**config.mk**
```make
export PLATFORM = sky130hd
export DESIGN_NAME = imem_fetch_bridge_flat
export DESIGN_NICKNAME = d
export VERILOG_FILES = /design/src/rtl/imem_fetch_bridge_if.sv /design/src/rtl/imem_fetch_bridge.sv /design/src/flat_wrapper.sv
export SDC_FILE = /design/constraint.sdc
export NUM_CORES = 1
export LEC_CHECK = 0
export BUFFER_PORTS_ARGS = -buffer_cell sky130_fd_sc_hd__buf_2
export CAP_MARGIN = 20
export CORE_MARGIN = 1.5
export CORE_UTILIZATION = 35
export DETAILED_ROUTE_END_ITERATION = 7
export PLACE_DENSITY = 0.61
export SYNTH_ARGS = -nofsm -noshare
export SYNTH_HDL_FRONTEND = slang
export SYNTH_SLANG_ARGS = --single-unit
```
**constraint.sdc**
```tcl
create_clock -name clk -period 3.64 [get_ports clk]
set_input_delay 0 -clock clk [delete_from_list [all_inputs] [get_ports clk]]
set_output_delay 0 -clock clk [all_outputs]
set_load 0.02 [all_outputs]
```
**src/rtl/imem_fetch_bridge_if.sv**
```systemverilog
// Fetch-side and SRAM port A signals of the instruction fetch bridge.
// master: core plus SRAM environment; slave: the bridge itself.
interface imem_fetch_bridge_if;
    logic        imem_read_i;
    logic [31:0] imem_addr_i;
    logic [31:0] imem_rdata_o;
    logic        imem_done_o;
    logic        imem_fault_o;
    logic        mem_read_o;
    logic [31:0] mem_addr_o;
    logic [31:0] mem_rdata_i;
    logic [31:0] fetch_count_o;

    modport master (
        output imem_read_i, imem_addr_i, mem_rdata_i,
        input  imem_rdata_o, imem_done_o, imem_fault_o,
        input  mem_read_o, mem_addr_o, fetch_count_o
    );

    modport slave (
        input  imem_read_i, imem_addr_i, mem_rdata_i,
        output imem_rdata_o, imem_done_o, imem_fault_o,
        output mem_read_o, mem_addr_o, fetch_count_o
    );
endinterface

```
**src/rtl/imem_fetch_bridge.sv**
```systemverilog
// Converts the core's level-held fetch request into a single SRAM read strobe,
// waits a fixed latency, returns the word with a done pulse and counts fetches.
//
// state | meaning
// IDLE  | waiting for imem_read_i; latches address and checks for a fault
// REQ   | one-cycle SRAM read strobe, latency counter loaded
// WAIT  | counting down the SRAM latency, captures data at zero
// RESP  | done pulse with captured word, fetch counter increments
// FAULT | done pulse with fault flag, memory untouched
module imem_fetch_bridge #(
    parameter int unsigned MEM_LATENCY = 1,
    parameter int unsigned SIZE_BYTES  = 425984
) (
    input logic                clk,
    input logic                rst,
    imem_fetch_bridge_if.slave bus
);
    if (MEM_LATENCY < 1 || MEM_LATENCY > 15) begin : g_bad_latency
        $error("imem_fetch_bridge: MEM_LATENCY must be in 1..15");
    end

    typedef enum logic [2:0] {
        IDLE,
        REQ,
        WAIT,
        RESP,
        FAULT
    } state_t;

    state_t      state;
    state_t      state_nxt;
    logic [31:0] addr_q;
    logic [31:0] rdata_q;
    logic [31:0] fetch_count;
    logic [3:0]  lat_cnt;
    logic        addr_fault;

    assign addr_fault = (bus.imem_addr_i[1:0] != 2'b00) ||
                        (bus.imem_addr_i >= 32'(SIZE_BYTES));

    always_ff @(posedge clk) begin
        if (rst) begin
            state <= IDLE;
        end else begin
            state <= state_nxt;
        end
    end

    always_comb begin
        state_nxt = state;
        unique case (state)
            IDLE: begin
                if (bus.imem_read_i) begin
                    state_nxt = addr_fault ? FAULT : REQ;
                end
            end
            REQ:   state_nxt = WAIT;
            WAIT: begin
                if (lat_cnt == 4'd0) begin
                    state_nxt = RESP;
                end
            end
            RESP:  state_nxt = IDLE;
            FAULT: state_nxt = IDLE;
            default: state_nxt = IDLE;
        endcase
    end

    // Faulted fetches clear the returned word so the core never sees stale data.
    always_ff @(posedge clk) begin
        if (rst) begin
            addr_q      <= '0;
            rdata_q     <= '0;
            fetch_count <= '0;
            lat_cnt     <= '0;
        end else begin
            unique case (state)
                IDLE: begin
                    if (bus.imem_read_i) begin
                        addr_q <= bus.imem_addr_i;
                        if (addr_fault) begin
                            rdata_q <= '0;
                        end
                    end
                end
                REQ: lat_cnt <= 4'(MEM_LATENCY - 1);
                WAIT: begin
                    if (lat_cnt == 4'd0) begin
                        rdata_q <= bus.mem_rdata_i;
                    end else begin
                        lat_cnt <= lat_cnt - 4'd1;
                    end
                end
                RESP: fetch_count <= fetch_count + 32'd1;
                default: ;
            endcase
        end
    end

    assign bus.mem_read_o    = (state == REQ);
    assign bus.mem_addr_o    = addr_q;
    assign bus.imem_done_o   = (state == RESP) || (state == FAULT);
    assign bus.imem_fault_o  = (state == FAULT);
    assign bus.imem_rdata_o  = rdata_q;
    assign bus.fetch_count_o = fetch_count;
endmodule

```
**src/flat_wrapper.sv**
```systemverilog
// flat-port wrapper written by rule: the top's interface ports become plain ports
module imem_fetch_bridge_flat 
#(
    parameter int unsigned MEM_LATENCY = 1,
    parameter int unsigned SIZE_BYTES  = 425984
)
  (clk, rst, bus_imem_read_i, bus_imem_addr_i, bus_mem_rdata_i, bus_imem_rdata_o, bus_imem_done_o, bus_imem_fault_o, bus_mem_read_o, bus_mem_addr_o, bus_fetch_count_o);
  imem_fetch_bridge_if bus_i ();
  input logic clk;
  input logic rst;
  input wire logic [$bits(bus_i.imem_read_i)-1:0] bus_imem_read_i;
  input wire logic [$bits(bus_i.imem_addr_i)-1:0] bus_imem_addr_i;
  input wire logic [$bits(bus_i.mem_rdata_i)-1:0] bus_mem_rdata_i;
  output wire logic [$bits(bus_i.imem_rdata_o)-1:0] bus_imem_rdata_o;
  output wire logic [$bits(bus_i.imem_done_o)-1:0] bus_imem_done_o;
  output wire logic [$bits(bus_i.imem_fault_o)-1:0] bus_imem_fault_o;
  output wire logic [$bits(bus_i.mem_read_o)-1:0] bus_mem_read_o;
  output wire logic [$bits(bus_i.mem_addr_o)-1:0] bus_mem_addr_o;
  output wire logic [$bits(bus_i.fetch_count_o)-1:0] bus_fetch_count_o;
  assign bus_i.imem_read_i = bus_imem_read_i;
  assign bus_i.imem_addr_i = bus_imem_addr_i;
  assign bus_i.mem_rdata_i = bus_mem_rdata_i;
  assign bus_imem_rdata_o = bus_i.imem_rdata_o;
  assign bus_imem_done_o = bus_i.imem_done_o;
  assign bus_imem_fault_o = bus_i.imem_fault_o;
  assign bus_mem_read_o = bus_i.mem_read_o;
  assign bus_mem_addr_o = bus_i.mem_addr_o;
  assign bus_fetch_count_o = bus_i.fetch_count_o;
  imem_fetch_bridge #(.MEM_LATENCY(MEM_LATENCY), .SIZE_BYTES(SIZE_BYTES)) u_core (.clk(clk), .rst(rst), .bus(bus_i));
endmodule
```
==> Word-level counts from Yosys, hierarchy flattened <==
Index checks and enable logic that the tools add are counted.
{ "totals": {"reg_bits": 103, "inputBits": 67, "output_inout_bits": 99, "wordCells": 37} }
{ "classes": {"add_sub_neg": 2, "magnitude_cmp": 1, "eq_ne": 8, "n_mux": 10, "reduce_logical": 11} }
{ "op_table": {"columns": ["operator", "count"], "rows": [
  ["$mux W32", 3],
  ["$pmux W32 S2", 1],
  ["$add A32 B1 Y32 const B", 1],
  ["$ge A32 B19 Y1 const B", 1],
  ["$mux W3", 3],
  ["$pmux W3 S3", 1],
  ["$pmux W4 S2", 1],
  ["$eq A3 B2 Y1 const B", 2],
  ["$reduce_and A2 Y1", 3],
  ["$reduce_bool A2 Y1", 3],
  ["$logic_not A4 Y1", 1],
  ["$mux W4", 1],
  ["$ne A2 B1 Y1 const B", 2],
  ["$ne A2 B2 Y1 const B", 2],
  ["$reduce_and A4 Y1", 1],
  ["$sub A4 B1 Y4 const B", 1],
  ["$eq A3 B1 Y1 const B", 1],
  ["$eq A3 B3 Y1 const B", 1],
  ["$logic_not A3 Y1", 1],
  ["$logic_or A1 B1 Y1", 2]
]} }

==> Longest topological paths before layout <==
{ "logic_depth": {"ltp_word": 5, "ltp_mapped": 8, "mapped_depth_nobuf": 7} }

==> Worst setup path after synthesis <==
Ideal clock, no wire load.
{ "synth_timing": {"path_kind": "flip-flop to flip-flop", "start": "register u_core.lat_cnt[0]", "end": "register u_core.rdata_q[10], in the netlist u_core.bus.imem_rdata_o[10]", "setup_ns": 0.072, "arrival_ns": 2.049, "t_required_ns": 3.568, "slack_ns": 1.519, "path_stages_with_launch": 9, "n_path_buf": 1, "period_less_slack_ns": 2.121, "path_cell_list": "dfxtp_1 -> inv_1 -> ha_1 -> or3b_4 -> mux2_4 -> or3_4 -> a21oi_4 -> buf_8 -> mux2i_1"} }
{ "synth_between": {"elab_chain_cells": 3} }
{ "synth_rtl": {"columns": ["item", "line_no", "text"], "rows": [
  ["start, declared", "imem_fetch_bridge.sv:35", "logic [3:0] lat_cnt;"],
  ["start signal, assigned", "imem_fetch_bridge.sv:86", "REQ: lat_cnt <= 4'(MEM_LATENCY - 1);"],
  ["start signal, assigned", "imem_fetch_bridge.sv:91", "lat_cnt <= lat_cnt - 4'd1;"],
  ["$logic_not A4 Y1", "imem_fetch_bridge.sv:88", "if (lat_cnt == 4'd0) begin"],
  ["$ne A2 B1 Y1 (no source line)", null, null],
  ["$reduce_and A4 Y1 (no source line)", null, null],
  ["end signal, assigned", "imem_fetch_bridge.sv:89", "rdata_q <= bus.mem_rdata_i;"],
  ["end, declared", "imem_fetch_bridge.sv:33", "logic [31:0] rdata_q;"]
]} }
No other way between the ends.
A chain may end at the register's enable or synchronous reset.

==> Final worst setup path <==
{ "layout_timing": {"start": "register u_core.lat_cnt[0]", "end": "register u_core.rdata_q[23], in the netlist u_core.bus.imem_rdata_o[23]"} }
The elaborated chain is that of the path after synthesis.

==> impl_metrics.py <==
metrics = {
    "clock_network": {
        "clkLatencyLatePin_ns": 0.34,
        "ctsHtreeMaxLevel": 3,
        "numCtsBuffers": 9,
        "root_buffer": "clkbuf_16",
        "cts.sink_count": 103,
        "clk_pin_slew_worst_paths_ns": 0.07,
        "post-cts-setup-buffer-count": 0,
        "cts_resized": 0,
        "cts_tree": "done",
        "clockBufferDepth": 2,
    },
    "worst_setup_path": {
        "cp.required_ns": 3.91,
        "endpoint_kind": "register",
        "critPathKind": "reg2reg",
        "arrival_ns": 2.93,
        "crit_path_max_fanout": 16,
        "crit_path_start_kind": "register",
        "rr_startpoint": "u_core.lat_cnt[0]",
        "crit_start": "u_core.lat_cnt[0]",
    },
    "worst_hold_path": {
        "hp-class": "in2reg",
        "min_from": "bus_imem_read_i",
    },
    "grt": {
        "antenna_found_initial": 1,
        "grt_pass1_wl_um": 18600,
        "grt_overflow": 0,
        "grt_pass1_vias": 3999,
        "grt_max_degree": 38,
        "gr-usage-all-layers_pct": 17.8,
    },
    "sta": {
        "fin_skew_ns": 0.00702,
        "slew_headroom_pct": 40.5,
        "finalSetupViolCount": 0,
        "max_freq_ghz": 0.375,
        "finalCritPeriodShare_pct": 73.2,
        "hold_viol_final": 0,
        "tightestPinTransition_ns": 0.886,
        "worst_slack_ns": 0.974,
        "report.final.slew_viol_count": 0,
        "hold-worst-slack_ns": 0.137,
        "period_minus_slack_ns": 2.67,
        "rsz0062_at_grt": "no",
        "tns_ns": 0,
    },
    "cells_and_area": {
        "layout-drive-gt1-share_pct": 27.4,
        "layout_commonest_cell": "buf_2",
        "syn_to_final_growth_pct": 44.0,
        "nNetsFinal": 786,
        "fin_util_pct": 51.5,
        "diodes": 0,
        "multi_input_area_um2": 2070,
        "fillCellCount": 1124,
        "final_cell_mix": "buf_2, nand2_1, dfxtp_1",
        "regArea_um2": 2060,
    },
    "die": {
        "ios": 166,
        "core_area_um2": 12000,
        "rows": 40,
        "die_w_um": 114,
        "dieArea_um2": 12900,
        "die_h_um": 114,
        "start_util_pct": 35.8,
    },
    "logic_synthesis": {
        "yosysSeqAreaShare_pct": 48.0,
        "syn-num-nets": 566,
        "async_reset_ff_share_pct": 0,
        "synth_flop_cell": "dfxtp_1",
        "yosysUniqueCellTypes": 37,
        "syn_area_per_cell_um2": 8.66,
        "ys_warn_count": 0,
        "synth_edf_count": 0,
        "ys_ff_latch": 103,
        "netlist_instances": 496,
        "syn_area_um2": 4300,
    },
    "placement": {
        "place_ws_ns": 0.962,
        "numPortBuffers": 165,
        "hpwl_um": 7370,
        "gp_congestion": 0.795,
    },
    "detailed_routing": {
        "post_drt_wl_per_cell_um": 13.2,
        "ant_nets": 0,
        "drt-vias-per-instance": 4.75,
        "drtPass1Iterations": 4,
        "vias": 4117,
        "routed_wl_um": 11500,
        "drtIter0Drc": 247,
        "drcViolationCount": 0,
    },
    "power_and_ir_drop": {
        "leakagePower_nw": 2.77,
        "fin_total_pwr_mw": 2.33,
        "power-per-cell-area_nw_per_um2": 377,
        "ir_drop_v": 0.000279,
    },
    "status": {
        "status": "finished, final reports clean",
    },
    "job": {
        "max_cap_viol_count": 0,
    },
}
==> Yosys cell counts (2+ instances only) <==
cell type / n / area [um^2]
nand2b_1: 33 / 206
buf_2: 5 / 25.0
nand4_1: 19 / 119
nor3b_1: 3 / 22.5
nor3_1: 9 / 45.0
nor2b_1: 2 / 12.5
o21ai_0: 2 / 10.0
a21oi_1: 36 / 180
and4_1: 2 / 17.5
inv_1: 4 / 15.0
mux2i_1: 32 / 320
nor2_1: 46 / 173
buf_8: 3 / 45.0
dfxtp_1: 103 / 2060
nand2_1: 113 / 424
xor2_1: 26 / 228
xnor2_1: 7 / 61.3
clkbuf_1: 19 / 71.3
and3_1: 4 / 25.0
and2_1: 2 / 12.5
or2_2: 2 / 12.5
nor4_1: 3 / 18.8
ha_1: 3 / 37.5
nand3_1: 5 / 25.0
==> metal layers <==
layer,track usage (%),part of all wire [%],vias to the layer above
met5,0,0.11,-
met4,7.83,2.7,2
met3,6.11,7.0,32
met2,30.2,49,155
met1,20.4,41,1862
li1,-,-,2066
==> critical path: stages, from the launching register on <==
cell	delay, ns
dfxtp_1	0.33
inv_1	0.09
ha_1	0.14
or3b_4	0.38
mux2_4	0.26
or3_4	0.34
a21oi_4	0.51
buf_4	0.33
mux2i_1	0.21
==> kinds of logic (layout without fill, tap and decap cells) <==
group                    after synthesis  in the layout  synth area share (%)
AO/OA/AOI/OAI                         41             41                  5.16
XOR/XNOR                              33             33                  6.73
adder cells (fa/ha/maj)                3              3                 0.874
buffers and inverters                 32            256                  3.76
flip-flops                           103            103                  48.0
multiplexers                          33             33                  7.81
AND/OR/NAND/NOR                      251            251                  27.7
==> registers in the layout, summed over array words and instances (netlist names) <==
| register | flops |
|---|---|
| u_core.bus.fetch_count_o | 32 |
| u_core.bus.imem_rdata_o | 32 |
| u_core.bus.mem_addr_o | 32 |
| u_core.lat_cnt | 4 |
| u_core.state | 3 |
==> stage by stage <==
| stage | instances | area (um^2) |
|---|---|---|
| floorplan | 496 | 4300 |
| global route | 867 | 6190 |
| global placement | 786 | 5210 |
| finish | 867 | 6190 |
| CTS | 865 | 6130 |
| detailed placement | 786 | 5210 |
==> power breakdown <==
group	internal [mW]	leakage, nW	switching (mW)
logic	0.127	1.79	0.122
clock network	0.514	0.140	0.407
registers	1.15	0.835	0.0117
total	1.79	2.77	0.541
==> final cells by class <==
| type | count | share of cell area, % |
|---|---|---|
| clock buffer | 12 | 4.31 |
| timing repair buffer | 237 | 25.3 |
| sequential | 103 | 33.3 |
| inverter | 4 | 0.243 |
| multi-input combinational | 361 | 33.5 |
| clock inverter | 3 | 0.283 |
| tap | 147 | 2.97 |
==> path summary, 6_finish.rpt <==
check	end	slack, ns	depth (start not counted)
worst max-delay path	u_core.bus.imem_rdata_o[23]	0.97	8
worst min register to register	u_core.bus.mem_addr_o[0]	0.45	2
worst min-delay path	u_core.state[0]	0.14	5
worst max register to register	u_core.bus.imem_rdata_o[23]	0.97	8
==> what timing repair did <==
item	in CTS	in global routing
hold endpoints to repair	64	0
setup endpoints to repair	0	0
hold buffers	64	0
No activity file was read; power rests on OpenSTA's default activity.
